### src/rtl/fibo_host_pkg.sv
// Shared types and constants for the Fibonacci CPU host sequencer.
// Optional feature macro: FIBO_HOST_RANGE_CHECK_EN (request index range check).
package fibo_host_pkg;

  typedef enum logic [1:0] {
    ST_IDLE    = 2'd0,
    ST_CPU_RST = 2'd1,
    ST_RUN     = 2'd2,
    ST_DONE    = 2'd3
  } fibo_state_e;

  // Largest index whose Fibonacci value fits in 32 bits
  localparam int unsigned FIBO_MAX_N = 47;

  localparam int unsigned DEF_STABLE_CYCLES  = 64;
  localparam int unsigned DEF_TIMEOUT_CYCLES = 1048576;
  localparam int unsigned DEF_RESET_CYCLES   = 4;

  function automatic logic [31:0] sat_inc32(input logic [31:0] v);
    return (v == 32'hFFFF_FFFF) ? v : (v + 32'd1);
  endfunction

endpackage

### src/rtl/fibo_stable_detect.sv
// Result-stability detector: tracks how long the CPU result word has been unchanged
// and pulses stable when that run length reaches STABLE_CYCLES.
module fibo_stable_detect
  import fibo_host_pkg::*;
#(
  parameter int unsigned STABLE_CYCLES = DEF_STABLE_CYCLES
) (
  input  logic        clk,
  input  logic        reset,
  input  logic        sample_en,
  input  logic        run_en,
  input  logic [31:0] result,
  output logic        stable
);

  localparam logic [31:0] STABLE_W = 32'(STABLE_CYCLES);

  logic [31:0] prev_r;
  logic [31:0] cnt_r;
  logic [31:0] cnt_nxt_s;

  // Next run length of identical samples; outside RUN the count is held at zero
  always_comb begin
    cnt_nxt_s = 32'd0;
    if (run_en && (result == prev_r)) begin
      cnt_nxt_s = sat_inc32(cnt_r);
    end else begin
      cnt_nxt_s = 32'd0;
    end
  end

  assign stable = run_en && (cnt_nxt_s >= STABLE_W);

  // Previous-sample register (also loaded during CPU reset) and stable counter
  always_ff @(posedge clk or negedge reset) begin
    if (!reset) begin
      prev_r <= 32'd0;
      cnt_r  <= 32'd0;
    end else begin
      if (sample_en) begin
        prev_r <= result;
      end
      cnt_r <= cnt_nxt_s;
    end
  end

endmodule

### src/rtl/fibo_host.sv
// Host sequencer for a Fibonacci CPU core: resets the core, runs it until its
// result word settles or a timeout expires, and returns the value.
// Optional feature macro: FIBO_HOST_RANGE_CHECK_EN (reject req_n > FIBO_MAX_N).
module fibo_host
  import fibo_host_pkg::*;
#(
  parameter int unsigned STABLE_CYCLES  = DEF_STABLE_CYCLES,
  parameter int unsigned TIMEOUT_CYCLES = DEF_TIMEOUT_CYCLES,
  parameter int unsigned RESET_CYCLES   = DEF_RESET_CYCLES
) (
  input  logic        clk,
  input  logic        reset,
  input  logic        req_valid,
  output logic        req_ready,
  input  logic [31:0] req_n,
  output logic        cpu_reset,
  output logic [31:0] cpu_n,
  output logic        cpu_started,
  input  logic [31:0] cpu_result,
  input  logic        cpu_zero,
  output logic        rsp_valid,
  input  logic        rsp_ready,
  output logic [31:0] rsp_result,
  output logic        rsp_timeout,
  output logic        rsp_error,
  output logic [31:0] run_cycles
);

  localparam logic [31:0] TIMEOUT_W = 32'(TIMEOUT_CYCLES);
  localparam logic [31:0] RESET_W   = 32'(RESET_CYCLES);

  fibo_state_e state_r;
  logic [1:0]  rst_sync_r;
  logic        req_ready_r;
  logic        cpu_reset_r;
  logic        cpu_started_r;
  logic [31:0] cpu_n_r;
  logic        rsp_valid_r;
  logic [31:0] rsp_result_r;
  logic        rsp_timeout_r;
  logic [31:0] run_cycles_r;
  logic [31:0] rst_cnt_r;
  logic [31:0] cyc_r;
  logic        dbg_zero_r;

  logic        accept_s;
  logic        range_bad_s;
  logic        stable_s;
  logic        timeout_s;
  logic [31:0] cyc_nxt_s;
  logic [31:0] rst_cnt_nxt_s;
  logic        unused_dbg_s;

  assign accept_s      = (state_r == ST_IDLE) && req_valid && req_ready_r;
  assign cyc_nxt_s     = sat_inc32(cyc_r);
  assign rst_cnt_nxt_s = sat_inc32(rst_cnt_r);
  assign timeout_s     = (cyc_nxt_s >= TIMEOUT_W);

`ifdef FIBO_HOST_RANGE_CHECK_EN
  logic rsp_error_r;

  assign range_bad_s = (req_n > 32'(FIBO_MAX_N));

  // Error flag is decided at acceptance and held through the matching response
  always_ff @(posedge clk or negedge reset) begin
    if (!reset) begin
      rsp_error_r <= 1'b0;
    end else if (accept_s) begin
      rsp_error_r <= range_bad_s;
    end
  end

  assign rsp_error = rsp_error_r;
`else
  assign range_bad_s = 1'b0;
  assign rsp_error   = 1'b0;
`endif

  fibo_stable_detect #(
    .STABLE_CYCLES(STABLE_CYCLES)
  ) u_stable (
    .clk      (clk),
    .reset    (reset),
    .sample_en((state_r == ST_CPU_RST) || (state_r == ST_RUN)),
    .run_en   (state_r == ST_RUN),
    .result   (cpu_result),
    .stable   (stable_s)
  );

  // Reset release synchroniser; requests are accepted only once it has filled
  always_ff @(posedge clk or negedge reset) begin
    if (!reset) begin
      rst_sync_r <= 2'b00;
    end else begin
      rst_sync_r <= {rst_sync_r[0], 1'b1};
    end
  end

  // Zero flag is kept for debug visibility only
  always_ff @(posedge clk or negedge reset) begin
    if (!reset) begin
      dbg_zero_r <= 1'b0;
    end else if (state_r == ST_RUN) begin
      dbg_zero_r <= cpu_zero;
    end
  end

  assign unused_dbg_s = dbg_zero_r;

  // Host sequencing FSM; all handshake and CPU control outputs are registered here
  always_ff @(posedge clk or negedge reset) begin
    if (!reset) begin
      state_r       <= ST_IDLE;
      req_ready_r   <= 1'b0;
      cpu_reset_r   <= 1'b1;
      cpu_started_r <= 1'b0;
      cpu_n_r       <= 32'd0;
      rsp_valid_r   <= 1'b0;
      rsp_result_r  <= 32'd0;
      rsp_timeout_r <= 1'b0;
      run_cycles_r  <= 32'd0;
      rst_cnt_r     <= 32'd0;
      cyc_r         <= 32'd0;
    end else begin
      case (state_r)
        ST_IDLE: begin
          cpu_reset_r   <= 1'b1;
          cpu_started_r <= 1'b0;
          if (accept_s) begin
            cpu_n_r     <= req_n;
            req_ready_r <= 1'b0;
            rst_cnt_r   <= 32'd0;
            cyc_r       <= 32'd0;
            if (range_bad_s) begin
              state_r       <= ST_DONE;
              rsp_valid_r   <= 1'b1;
              rsp_result_r  <= 32'd0;
              rsp_timeout_r <= 1'b0;
              run_cycles_r  <= 32'd0;
            end else begin
              state_r <= ST_CPU_RST;
            end
          end else begin
            req_ready_r <= rst_sync_r[1];
          end
        end

        ST_CPU_RST: begin
          if (rst_cnt_nxt_s >= RESET_W) begin
            state_r       <= ST_RUN;
            cpu_reset_r   <= 1'b0;
            cpu_started_r <= 1'b1;
            rst_cnt_r     <= 32'd0;
          end else begin
            rst_cnt_r <= rst_cnt_nxt_s;
          end
        end

        ST_RUN: begin
          cyc_r <= cyc_nxt_s;
          // Completion takes priority over a simultaneous timeout
          if (stable_s || timeout_s) begin
            state_r       <= ST_DONE;
            cpu_reset_r   <= 1'b1;
            cpu_started_r <= 1'b0;
            rsp_valid_r   <= 1'b1;
            rsp_result_r  <= cpu_result;
            rsp_timeout_r <= !stable_s;
            run_cycles_r  <= cyc_nxt_s;
          end
        end

        ST_DONE: begin
          if (rsp_ready) begin
            state_r     <= ST_IDLE;
            rsp_valid_r <= 1'b0;
            req_ready_r <= rst_sync_r[1];
            cyc_r       <= 32'd0;
          end
        end

        default: begin
          state_r       <= ST_IDLE;
          req_ready_r   <= 1'b0;
          cpu_reset_r   <= 1'b1;
          cpu_started_r <= 1'b0;
          rsp_valid_r   <= 1'b0;
        end
      endcase
    end
  end

  assign req_ready   = req_ready_r;
  assign cpu_reset   = cpu_reset_r;
  assign cpu_started = cpu_started_r;
  assign cpu_n       = cpu_n_r;
  assign rsp_valid   = rsp_valid_r;
  assign rsp_result  = rsp_result_r;
  assign rsp_timeout = rsp_timeout_r;
  assign run_cycles  = run_cycles_r;

endmodule
### config.mk
export PLATFORM = sky130hd
export DESIGN_NAME = fibo_host
export DESIGN_NICKNAME = d
export VERILOG_FILES = /design/src/rtl/fibo_host_pkg.sv /design/src/rtl/fibo_stable_detect.sv /design/src/rtl/fibo_host.sv
export SDC_FILE = /design/constraint.sdc
export NUM_CORES = 1
export LEC_CHECK = 0
export CAP_MARGIN = 20
export CORE_ASPECT_RATIO = 0.9
export CORE_MARGIN = 2
export CORE_UTILIZATION = 57
export CTS_BUF_LIST = sky130_fd_sc_hd__clkbuf_8
export DETAILED_ROUTE_END_ITERATION = 10
export PLACE_DENSITY = 0.91
export SLEW_MARGIN = 10
export SYNTH_ARGS = -nofsm -noshare
export SYNTH_HDL_FRONTEND = slang
export SYNTH_SLANG_ARGS = --single-unit
### constraint.sdc
create_clock -name clk -period 4.2 [get_ports clk]
set_input_delay 1.05 -clock clk [delete_from_list [all_inputs] [get_ports clk]]
set_output_delay 1.05 -clock clk [all_outputs]
set_load 0.01 [all_outputs]
== Word-level counts from Yosys, hierarchy flattened ==
Cells that the tools add are included.

* Flip-flop bits (word level): 233
* Output and inout port bits: 102

* Add/subtract/negate cells: 3
* Reductions and logical operators: 21
* Muxes and demuxes: 25
* Equality and inequality tests: 11
* Order comparisons: 3

{| class="wikitable"
|+ Operator list
! kind !! number
|-
| $mux 32 || 7
|-
| $add 32x1->32 const B || 3
|-
| $eq 32x32->1 const B || 3
|-
| $pmux 32 s3 || 1
|-
| $pmux 32 s2 || 1
|-
| $eq 32x32->1 || 1
|-
| $ge 32x21->1 const B || 1
|-
| $ge 32x3->1 const B || 1
|-
| $ge 32x7->1 const B || 1
|-
| $reduce_and 3->1 || 3
|-
| $mux 2 || 4
|-
| $pmux 2 s4 || 1
|-
| $reduce_and 2->1 || 4
|-
| $mux 1 || 7
|-
| $ne 2x2->1 const B || 3
|-
| $pmux 1 s3 || 2
|-
| $reduce_bool 2->1 || 3
|-
| $reduce_bool 3->1 || 2
|-
| $eq 2x2->1 const B || 2
|-
| $logic_and 1x1->1 || 4
|-
| $pmux 1 s2 || 2
|-
| $reduce_and 4->1 || 1
|-
| $eq 2x1->1 const B || 1
|-
| $logic_not 2->1 || 1
|-
| other kinds (3) || 4
|}

== Longest topological paths before layout ==
Gate-level depths: netlist (run 1).

* Depth after elaboration: 8
* Mapped depth: 12

== By module ==
A second synthesis (run 1) with hierarchy kept.

* Cells, all modules: 1132
* Area total of the unflattened synthesis: 11962.7 µm²

{| class="wikitable"
|+ Modules (own cells, without submodules)
! module !! instances !! cells each !! area each (µm²) !! seq. area each (µm²)
|-
| fibo_host || 1 || 802 || 8533.2 || 4230.3
|-
| fibo_stable_detect || 1 || 330 || 3429.5 || 1601.5
|}

== Worst setup path after synthesis (run 1) ==
No wires, ideal clock.

* Path kind: register to register
* Start: register u_stable.cnt_r[0]
* End: register rsp_result_r[0] (netlist: rsp_result[0])
* Stages on the path, launching flop included: 13
* Required time: 4.073 ns
* Slack: 0.949 ns
* Arrival time: 3.124 ns
* Cells stage by stage: dfrtp_1 -> ha_1 -> and2_1 -> clkbuf_1 -> nand4_1 -> a21oi_2 -> and4_1 -> o2111ai_1 -> nor4_1 -> a21oi_2 -> nor2_8 -> buf_6 -> mux2_1

* Cells in the longest elaborated chain, start to end: 7
* Elaborated cells on any way between the ends: 8
* Those cells by class: 1 x add/sub; 1 x order compare; 1 x eq/ne; 2 x mux; 3 x reduce/logical

{| class="wikitable"
|+ RTL lines
! what !! line !! RTL
|-
| start, declared || fibo_stable_detect.sv:19 || <nowiki>logic [31:0] cnt_r;</nowiki>
|-
| start signal, assigned || fibo_stable_detect.sv:43 || <nowiki>cnt_r <= cnt_nxt_s;</nowiki>
|-
| $add 32x1->32 or $eq 32x32->1 (tied branches) || fibo_host_pkg.sv:20 || <nowiki>return (v == 32'hFFFF_FFFF) ? v : (v + 32'd1);</nowiki>
|-
| $mux 32 * || fibo_host_pkg.sv:20 ||
|-
| $mux 32 * || fibo_stable_detect.sv:25 || <nowiki>if (run_en && (result == prev_r)) begin</nowiki>
|-
| $ge 32x7->1 * || fibo_stable_detect.sv:32 || <nowiki>assign stable = run_en && (cnt_nxt_s >= STABLE_W);</nowiki>
|-
| $logic_and 1x1->1 * || fibo_stable_detect.sv:32 ||
|-
| $logic_or 1x1->1 * || fibo_host.sv:162 || <nowiki>if (stable_s || timeout_s) begin</nowiki>
|-
| $reduce_and 2->1 (no source line) * || n/a ||
|-
| end signal, assigned || fibo_host.sv:167 || <nowiki>rsp_result_r <= cpu_result;</nowiki>
|-
| end, declared || fibo_host.sv:39 || <nowiki>logic [31:0] rsp_result_r;</nowiki>
|}

Every way passes the cells marked *; elsewhere a longest branch is shown, timed or not.
A chain may end at the register's enable or synchronous reset.

== Worst setup path in the final report (run 1) ==
* Start: input cpu_result[23]
* End: register rsp_result_r[3] (netlist: rsp_result[3])

* Cells in the longest elaborated chain, start to end: 7

{| class="wikitable"
|+ RTL lines
! what !! line !! RTL
|-
| start, declared || fibo_host.sv:19 || <nowiki>input logic [31:0] cpu_result,</nowiki>
|-
| $eq 32x32->1 || fibo_stable_detect.sv:25 ||
|-
| $logic_and 1x1->1 || fibo_stable_detect.sv:25 ||
|-
| $mux 32 || fibo_stable_detect.sv:25 ||
|-
| $ge 32x7->1 || fibo_stable_detect.sv:32 ||
|-
| $logic_and 1x1->1 || fibo_stable_detect.sv:32 ||
|-
| $logic_or 1x1->1 || fibo_host.sv:162 ||
|-
| $reduce_and 2->1 (no source line) || n/a ||
|}

Every way passes these cells.

==> results of run 1 <==
[placed cells by master, fill, tap and decap left out, types with 3 or more instances in the layout]
cell type / count
a211oi_1: 14
a21o_1: 5
a21oi_1: 32
a22o_1: 6
a311oi_1: 6
a31oi_1: 9
and2_1: 44
and3_1: 21
and4_1: 19
buf_4: 30
clkbuf_8: 42
clkdlybuf4s50_1: 167
dfrtp_1: 232
ha_1: 7
inv_1: 39
mux2_1: 58
mux2_2: 67
mux2i_1: 17
nand2_1: 76
nand2b_1: 4
nand3_1: 55
nand4_1: 42
nor2_1: 67
nor2b_1: 5
nor3_1: 31
nor3b_1: 4
nor4_1: 19
o211ai_1: 4
o21ai_0: 37
o22ai_1: 5
o31a_1: 3
o31ai_1: 11
or2_2: 4
or3_1: 9
or4_1: 6
xnor2_1: 65
xor2_1: 25
[worst reg2reg max path, stage by stage (launching register included)]
cell and delay (ns):
dfrtp_1 0.45, and4_1 0.32, and4_1 0.48, nand4_1 0.23, o21ai_0 0.34, nand4_1 0.21
nor4_1 0.38, a21oi_2 0.23, nor2_8 0.39, buf_12 0.27, mux2_1 0.38
[metal layers]
metal  GRT usage [%]  wire length, um  vias up
met5               0                0        -
met4           9.617              846        0
met3           6.303             2203       64
met2           44.45            14820      376
met1           36.30            12680     4760
li1                -                -     4476
[path summary, 6_finish.rpt]
kind	from	to	slack, ns	cells past startpoint
hold / removal	rst_sync_r[0]	rst_sync_r[1]	0.35	0
hold reg to reg	rst_sync_r[0]	rst_sync_r[1]	0.35	0
max in group asynchronous	reset	cpu_n[14]	2.63	2
setup reg to reg	u_stable.cnt_r[21]	rsp_result[3]	0.41	10
min in group asynchronous	reset	rsp_result[1]	0.64	1
setup / recovery	cpu_result[23]	rsp_result[3]	0.32	10
[sequential cells by signal, indices dropped and copies added (netlist names)]
name / cells
u_stable.prev_r: 32
rsp_timeout: 1
rst_sync_r: 2
cpu_started: 1
cyc_r: 32
cpu_reset: 1
cpu_n: 32
run_cycles: 32
state_r: 2
rsp_result: 32
rsp_valid: 1
req_ready: 1
u_stable.cnt_r: 32
rst_cnt_r: 32
[repair_timing]
| item | 4_1_cts | 5_1_grt |
|---|---|---|
| hold buffers | 0 | 0 |
| gates resized for setup | 0 | 1 |
| setup endpoints to repair | 0 | 35 |
| setup buffers | 0 | 0 |
[logic make-up (layout without fill, tap and decap cells)]
logic type | Yosys count | after routing | synth area share, %
flip-flops | 233 | 233 | 48.37
buffers and inverters | 85 | 286 | 3.144
other | 2 | 2 | 0.06228
adder cells (fa/ha/maj) | 7 | 7 | 0.7263
AND/OR/NAND/NOR | 420 | 421 | 19.07
AO/OA/AOI/OAI | 160 | 160 | 9.007
XOR/XNOR | 90 | 90 | 6.537
multiplexers | 142 | 142 | 13.08
[final cells by class]
type | instances | area (um^2)
inverter | 22 | 82.58
multi-input combinational | 822 | 5864
sequential | 233 | 5832
timing repair buffer | 200 | 1952
clock buffer | 42 | 578.1
clock inverter | 22 | 117.6
fill | 1432 | 5986
tap | 286 | 357.8
[report_power, final]
part	total (uW)	switching (uW)	internal, uW
clock	1850	923	928
sequential	2310	36.1	2270
combinational	257	129	128
[through the flow]
stage / area, um^2 / setup WS, ns / total power [uW] / std cells / utilization [%]
global placement: 14050 / -0.05155 / 2587 / 1561 / 67.65
floorplan: 12060 / 0.9489 / 2446 / 1139 / -
detailed placement: 14070 / -0.04969 / 2602 / 1562 / 67.75
global route: 14780 / 0.1507 / 4589 / 1627 / 71.18
CTS: 14770 / 0.09949 / 4451 / 1626 / 71.10
finish: 14780 / 0.3150 / 4419 / 1627 / 71.18
==> qor.yml, run 1 <==
status: "complete, no violations"
post_drt_wl_per_cell_um: 18.78
ys_seq_elements: 233
finalClockSkew_ns: 0.03772
initial_core_util_pct: 58.05
worst_pin_slew_ns: 1.062
worstPathCellList: "clkdlybuf4s50_1 > xnor2_1 > nand4_1 > nor4_1 > nand4_1 > buf_4 > a21oi_2 > nor2_8 > buf_12 > mux2_1"
worstSetupPathType: "in -> reg"
core.rowCount: 50
critical_path.startpoint_type: "input pin"
drt-total-wl_um: 30550
grt_pass1_wl_um: 49320
setup_tns_ns: 0
cts-htree-levels: 2
drive_above_1_share_pct: 12.53
ys_warn_count: 0
grt_max_degree: 147
grt_pass1_vias: 9744
cts_sinks: 233
powerDensity_nw_per_um2: 298.9
ys_seq_area_share_pct: 48.37
clockRootBuffer: "clkbuf_8"
track_usage_pct: 27.36
syn_avg_cell_area_um2: 10.59
crit_required_ns: 4.63
area.growth.synth_to_final_pct: 22.61
synthCells: 1139
synth_edf_count: 0
ctsLongestPathBuffers: 3
portBuffers: 168
syn_area_um2: 12060
cpMaxStageDelayCell: "nor4_1"
path_common_cell: "nand4_1"
post-route-min-period_ns: 3.885
hold_path_class: "reg -> reg"
synthDistinctLibCells: 70
end_kind: "register"
rsz0062_at_grt: "no"
drtIter0Drc: 811
fin_crit_sh_pct: 92.50
p_leak_uw: 0.006452
ys_top_cells_by_count: "dfrtp_1 (232), nand2_1 (76), mux2_2 (67), nor2_1 (67), xnor2_1 (65)"
slew_viol_final: 0
num_vias: 9676
synth_top_area_cell: "dfrtp_1"
final_antenna_net_count: 0
arrival_ns: 4.32
io_pins: 171
overflow: 0
maxCapViolCount: 0
gp_congestion: 0.9447
clk_latency_ns: 0.57
synthTopCellsByArea: "dfrtp_1 (48%), mux2_2 (6.3%), mux2_1 (5.4%)"
antenna_cells: 0
antenna_found_initial: 0
drc: 0
crit_fanout: 36
synthMostInstantiatedCell: "dfrtp_1"
cts_tree: "built"
dieWidth_um: 157.3
cts_inserted_buffers: 38
synth_top_area_share_pct: 48.15
syn-num-nets: 1215
first_pass_iters: 7
dpl.hpwl_um: 20900
synth_ff_type: "dfrtp_1"
clk_pin_slew_ns: 0.06
die_h_um: 142.0
fmaxAchievable_mhz: 257.4
synthArstFlopShare_pct: 100.0
hold_viol_final: 0
critPathBufInv: 3
max_slew_margin_pct: 29.19
viasPerCell: 5.947
crit_family: "simple AND/OR/NAND/NOR gates"
fin_nets: 1393
irDropWorstVdd_v: 0.0002911
hold_slack_ns: 0.3526
critPathMaxStageDelay_ns: 0.59
dieArea_um2: 22330
setup_violations: 0
fp.coreArea_um2: 20770
(Power assumes the default switching activity.)
==> run 2: changes to the inputs <==
ABC_AREA = 1   (was not set)
CORE_UTILIZATION = 58   (was 57)
GPL_ROUTABILITY_DRIVEN = 0   (was not set)
==> run 2 against run 1 <==
- via count increased by 30%
- routed wire length is 13% higher
- register-to-register slack better by 0.35 ns
- critical path depth grew 8
- clock power increased by 4%
- die area up 5.8%
- first-iteration DRC count grew 63%
- combinational power increased to 12 times the previous value
- sequential power grew 40%
- critical path type unchanged
- largest cell class unchanged
- highest routed layer is now met5
==> qor.yml, run 2 <==
synth_top_family_by_area: "simple AND/OR/NAND/NOR gates"
synthTopCellsByArea: "dfrtp_1 (45%), nand2_1 (15%), inv_1 (6.6%)"
hold_viol_final: 0  # unchanged
io_pins: 171  # unchanged
clk_latency_ns: 0.55  # -0.02 ns
die_h_um: 146.1  # +2.9%
postLayoutSetupSlackWorst_ns: 0.7104  # +0.3954 ns
ys_warn_count: 0  # unchanged
ctsLongestPathBuffers: 3  # unchanged
clk_pin_slew_ns: 0.06  # about the same
critical_path.startpoint_type: "input pin"
end_kind: "register"
slew_viol_final: 0  # unchanged
drt-total-wl_um: 34650  # +13%
crit_required_ns: 4.63  # about the same
ys_seq_elements: 233  # unchanged
irDropWorstVdd_v: 0.0004883  # +68%
first_pass_iters: 9  # +2
dpl.hpwl_um: 25300  # +21%
fin_util_pct: 72.06  # +0.88 points
layout_common_cells: "nand2_1 (526), inv_1 (242), dfrtp_1 (232), nor2_1 (214), clkdlybuf4s50_1 (167)"
fmaxAchievable_mhz: 286.6  # +11%
reg2reg_depth: 16  # +6
cts-hold-fix-buffers: 0  # unchanged
fin_nets: 2021  # +45%
track_usage_pct: 29.43  # +2.1 points
drtIter0Drc: 1324  # +63%
cts-htree-levels: 2  # unchanged
initial_core_util_pct: 59.60  # +1.5 points
synthCells: 1767  # +55%
portBuffers: 168  # unchanged
synth_edf_count: 0  # unchanged
grt_max_degree: 74  # -50%
wl_met2_um: 15880  # +7.2%
synth_ff_type: "dfrtp_1"
met3_length_um: 4134  # +88%
cts_inserted_buffers: 38  # unchanged
maxCapViolCount: 0  # unchanged
synth_top_area_cell: "dfrtp_1"
cts_sinks: 233  # unchanged
drive_above_1_share_pct: 8.722  # -3.8 points
ys_top_cells_by_count: "nand2_1 (526), dfrtp_1 (232), inv_1 (229)"
max_slew_margin_pct: 28.81  # -0.38 points
status: "complete, no violations"
hold_path_class: "reg -> reg"
post_cts_buffers: 0  # unchanged
powerDensity_nw_per_um2: 522.0  # +75%
grt_pass1_vias: 12170  # +25%
dieArea_um2: 23640  # +5.8%
area.growth.synth_to_final_pct: 20.90
dieWidth_um: 161.9  # +2.9%
r2r_slack_ns: 0.76  # +0.35 ns
cts_tree: "built"
routed.top_layer: "met5"
post-route-min-period_ns: 3.490  # -0.3954 ns
wl_met1_um: 13610  # +7.3%
hold_depth: 0  # unchanged
synthXorXnorAreaFrac_pct: 2.290  # -4.2 points
synth-simple-area-share_pct: 31.74  # +13 points
syn-num-nets: 1843  # +52%
synthArstFlopShare_pct: 100.0  # unchanged
synth_top_area_share_pct: 44.64  # -3.5 points
rsz0062_at_grt: "no"
viasPerCell: 5.563  # -6.5%
final_antenna_net_count: 0  # unchanged
post_drt_wl_per_cell_um: 15.30  # -19%
synth_compound_area_share_pct: 8.956  # -0.051 points
final_common_cell: "nand2_1"
drc: 0  # unchanged
setup_tns_ns: 0  # unchanged
clockRootBuffer: "clkbuf_8"
antenna_found_initial: 1  # +1
cts_resized: 0  # unchanged
grt_pass1_wl_um: 57430  # +16%
arrival_ns: 3.92  # -0.40 ns
num_vias: 12590  # +30%
crit_fanout: 57  # +58%
ys_seq_area_share_pct: 44.84  # -3.5 points
core.rowCount: 51  # +2.0%
finalClockSkew_ns: 0.01873  # -0.01900 ns
synthDistinctLibCells: 45  # -36%
setup_violations: 0  # unchanged
synth_adder_area_share_pct: 0.6734  # -0.053 points
worst_pin_slew_ns: 1.068  # +0.005644 ns
overflow: 0  # unchanged
synthMostInstantiatedCell: "nand2_1"
worstSetupPathType: "in -> reg"
p_leak_uw: 0.007293  # +13%
synth_mux_area_share_pct: 2.848  # -10 points
fin_crit_sh_pct: 83.08  # -9.4 points
fp.coreArea_um2: 21820  # +5.1%
syn_avg_cell_area_um2: 7.361  # -30%
syn_area_um2: 13010  # +7.9%
pre_cts_slack_ns: 0.3298  # +0.3795 ns
==> run 2: changes by cell type after synthesis, moves of 21 or more <==
cell / previous run / this run
nand2_1: 76 / 526
inv_1: 22 / 229
nor2_1: 67 / 215
o21ai_0: 37 / 103
xnor2_1: 65 / 1
mux2_1: 58 / 0
and2_1: 44 / 0
nand3_1: 55 / 98
mux2_2: 67 / 32
clkbuf_1: 49 / 24
o22ai_1: 5 / 27
nand2_2: 0 / 21
==> run 2: cell type report <==
cell class / count / area [um^2]
fillers: 1671 / 6098
well taps: 291 / 364.1
flip-flops and latches: 233 / 5832
inverters: 237 / 889.6
clock buffers: 44 / 605.6
diodes: 1 / 2.502
multi-input cells: 1253 / 6070
clock inverters: 23 / 132.6
repair buffers: 182 / 1829
==> run 2: routing by layer <==
layer / up-vias / GRT usage (%)
li1: 5982 / -
met1: 5801 / 37.47
met2: 714 / 47.98
met3: 95 / 8.466
met4: 2 / 10.84
met5: - / 0
==> run 2: logic make-up (layout without fill, tap and decap cells) <==
group                    Yosys count  count (layout)
other                              2               3
multiplexers                      33              33
AND/OR/NAND/NOR                  972             972
AO/OA/AOI/OAI                    205             205
buffers and inverters            281             486
flip-flops                       233             233
adder cells (fa/ha/maj)            7               7
XOR/XNOR                          34              34
==> run 2: final timing paths <==
check                                  startpoint       endpoint
worst min-delay path                rst_sync_r[0]  rst_sync_r[1]
min in group asynchronous                   reset  rst_cnt_r[25]
worst max register to register  u_stable.cnt_r[0]  run_cycles[7]
max in group asynchronous                   reset      cyc_r[14]
worst min register to register      rst_sync_r[0]  rst_sync_r[1]
worst max-delay path               cpu_result[15]  run_cycles[7]
==> run 2: critical path, cell delays in order <==
cell	delay [ns]
clkdlybuf4s50_1	0.54
inv_1	0.10
nand2_1	0.12
nand2_1	0.06
nor2_1	0.09
nand2_1	0.06
nor2_1	0.15
nand2_1	0.11
nor2_4	0.11
nand2_1	0.21
a21oi_1	0.25
nor2_1	0.06
nand2_1	0.09
nor2_2	0.06
nand3_2	0.10
nand2_4	0.21
buf_12	0.27
o21ai_0	0.27
==> run 2: metrics by stage <==
step | area [um^2] | cells | power (uW) | hold WS, ns
finish | 15730 | 2264 | 8209 | 0.3534
global route | 15720 | 2263 | 8698 | 0.3748
CTS | 15720 | 2263 | 8241 | 0.3550
detailed placement | 14980 | 2196 | 6255 | 0.3416
global placement | 14980 | 2196 | 6114 | 0.3327
floorplan | 13010 | 1767 | 4792 | 0.3312
==> run 2: where the power goes <==
part,leakage (uW),internal [uW],switching [uW]
Combinational,0.00382,1400,1650
Clock,0.000428,1020,913
Sequential,0.00305,2860,367
Total,0.00729,5280,2930
==> run 3: changes to the inputs <==
CORE_UTILIZATION = 52   (was 58)
PLACE_DENSITY = 0.87   (was 0.91)
clock period = 2.85 ns   (was 4.2 ns; I/O delays follow)
==> run 3 against run 2 <==
- the flow now finishes with violations (negative setup slack)
- total power increased by 53%
- cell area increased by 6.6%
- setup slack got worse by 0.77 ns
- sequential share of layout area decreased by 2.3 points
- worst hold slack got worse by 0.20 ns
- global-route usage decreased by 1.6 points
- first-iteration DRC count decreased by 24%
- critical endpoint is now rsp_result[2]
- clock skew increased by 0.017 ns
- die area increased by 11%
==> qor.yml, run 3 (same netlist as run 2, synthesis figures left out) <==
fin_util_pct: 68.71  # -3.3 points
cts_tree: "built"
max_slew_margin_pct: 58.44  # +30 points
maxCapViolCount: 0  # unchanged
cpMaxStageDelayCell: "clkdlybuf4s50_1"
final_common_cell: "nand2_1"
fin_nets: 2129  # +5.3%
reg2reg_depth: 15  # -1
seqCellArea_um2: 5832  # unchanged
crit_fanout: 32  # -44%
powerDensity_nw_per_um2: 750.2  # +44%
p_leak_uw: 0.007860  # +7.8%
overflow: 0  # unchanged
dieArea_um2: 26290  # +11%
crit_required_ns: 3.26  # -1.37 ns
grt_pass1_wl_um: 59910  # +4.3%
cts_sinks: 233  # unchanged
dieWidth_um: 170.7  # +5.5%
path_common_cell: "nand2_1"
drive_above_1_share_pct: 14.08  # +5.4 points
cts_inserted_buffers: 40  # +5.3%
finalClockSkew_ns: 0.03591  # +0.01719 ns
drc: 0  # unchanged
critPathBufInv: 4  # +1
critPathMaxStageDelay_ns: 0.51  # -0.03 ns
dpl.hpwl_um: 26570  # +5.0%
cts-htree-levels: 2  # unchanged
arrival_ns: 3.32  # -0.60 ns
clk_pin_slew_ns: 0.06  # about the same
initial_core_util_pct: 53.32  # -6.3 points
worstPathCellList: "clkdlybuf4s50_1 > inv_1 > nand2_1 > nand2_1 > nor2_1 > nand2_1 > nor2_2 > nand2_2 > nor2_4 > buf_6 > o211ai_1 > nand2_1 > nor3_4 > nand3_4 > nand2_8 > buf_12 > o21ai_0"
drtIter0Drc: 1012  # -24%
ctsLongestPathBuffers: 3  # unchanged
critical_path.startpoint_type: "input pin"
irDropWorstVdd_v: 0.0006854  # +40%
viasPerCell: 5.293  # -4.9%
die_h_um: 154.0  # +5.5%
first_pass_iters: 6  # -3
area.growth.synth_to_final_pct: 28.85
drt-total-wl_um: 36180  # +4.4%
end_kind: "register"
final_antenna_net_count: 0  # unchanged
path_depth: 17  # -1
slew_viol_final: 0  # unchanged
fmaxAchievable_mhz: 344.1
antenna_found_initial: 3  # +2
portBuffers: 168  # unchanged
fin_crit_sh_pct: 102.0
cts-hold-fix-buffers: 0  # unchanged
post_drt_wl_per_cell_um: 14.96  # -2.2%
grt_pass1_vias: 12770  # +4.9%
hold_viol_final: 0  # unchanged
multi_input_area_um2: 6163  # +1.5%
worstSetupPathType: "in -> reg"
io_pins: 171  # unchanged
crit_family: "simple AND/OR/NAND/NOR gates"
grt_max_degree: 74  # unchanged
worst_pin_slew_ns: 0.6234  # -0.4444 ns
clk_latency_ns: 0.56  # about the same
post_dp_cell_area_um2: 15850  # +5.8%
post-route-min-period_ns: 2.906
violations: "negative setup slack"
layout_common_cells: "nand2_1 (524), inv_1 (245), dfrtp_1 (232), nor2_1 (208), clkdlybuf4s50_1 (166)"
setup_violations: 1  # +1
hold_path_class: "in -> async"
clockRootBuffer: "clkbuf_8"
fp.coreArea_um2: 24390  # +12%
finalInstanceArea_um2: 16760  # +6.6%
track_usage_pct: 27.83  # -1.6 points
n_fill_cell: 1892  # +13%
core.rowCount: 54  # +5.9%
status: "complete, but fails checks"
postLayoutSetupSlackWorst_ns: -0.05634  # -0.7668 ns
num_vias: 12800  # +1.6%
## run 3: power breakdown
| group | total (uW) | internal [uW] | switching (uW) |
|---|---|---|---|
| logic | 4890 | 2410 | 2480 |
| registers | 4800 | 4220 | 575 |
| clock network | 2890 | 1520 | 1370 |
| total | 12600 | 8150 | 4420 |
## run 3: per-stage QoR
step                hold slack (ns)  power, uW  setup slack, ns  instances  setup TNS, ns
CTS                          0.1604      12570          0.04642       2411              0
finish                       0.1484      12570         -0.05634       2418       -0.05634
global route                 0.1975      13370          -0.1148       2417        -0.2057
floorplan                    0.3312       7061           0.4082       1767              0
global placement             0.3359       9419          -0.4285       2341         -28.66
detailed placement           0.3463       9627          -0.5708       2341         -35.88
## run 3: final timing paths
path / start / endpoint / slack [ns]
worst max-delay path: cpu_result[7] / rsp_result[2] / -0.06
worst min-delay path: reset / run_cycles[27] / 0.15
worst max register to register: u_stable.cnt_r[0] / rsp_result[2] / 0
worst min register to register: rst_sync_r[0] / rst_sync_r[1] / 0.38
max in group asynchronous: reset / rst_cnt_r[10] / 2.01
min in group clk: rst_sync_r[0] / rst_sync_r[1] / 0.38
## run 3: timing repair
item / CTS / global route
gates cloned: 0 / 1
endpoints found under the hold margin: 0 / 0
pin swaps: 1 / 6
endpoints found under the setup margin: 4 / 70
buffers inserted: 0 / 5
resized for setup: 3 / 25
## run 3: final cells by class
cell class | instances | area share [%]
flip-flops and latches | 233 | 34.80
repair buffers | 287 | 16.05
multi-input cells | 1254 | 36.78
clock buffers | 48 | 3.942
inverters | 237 | 5.338
diodes | 1 | 0.01493
well taps | 336 | 2.509
clock inverters | 22 | 0.5674
## run 3: routing by layer
metal	GRT usage, %	wire length (um)	vias up
met3	8.160	3678	109
li1	-	-	6199
met5	0	23	-
met1	34.55	14430	5909
met4	9.524	1183	4
met2	46.35	16870	577
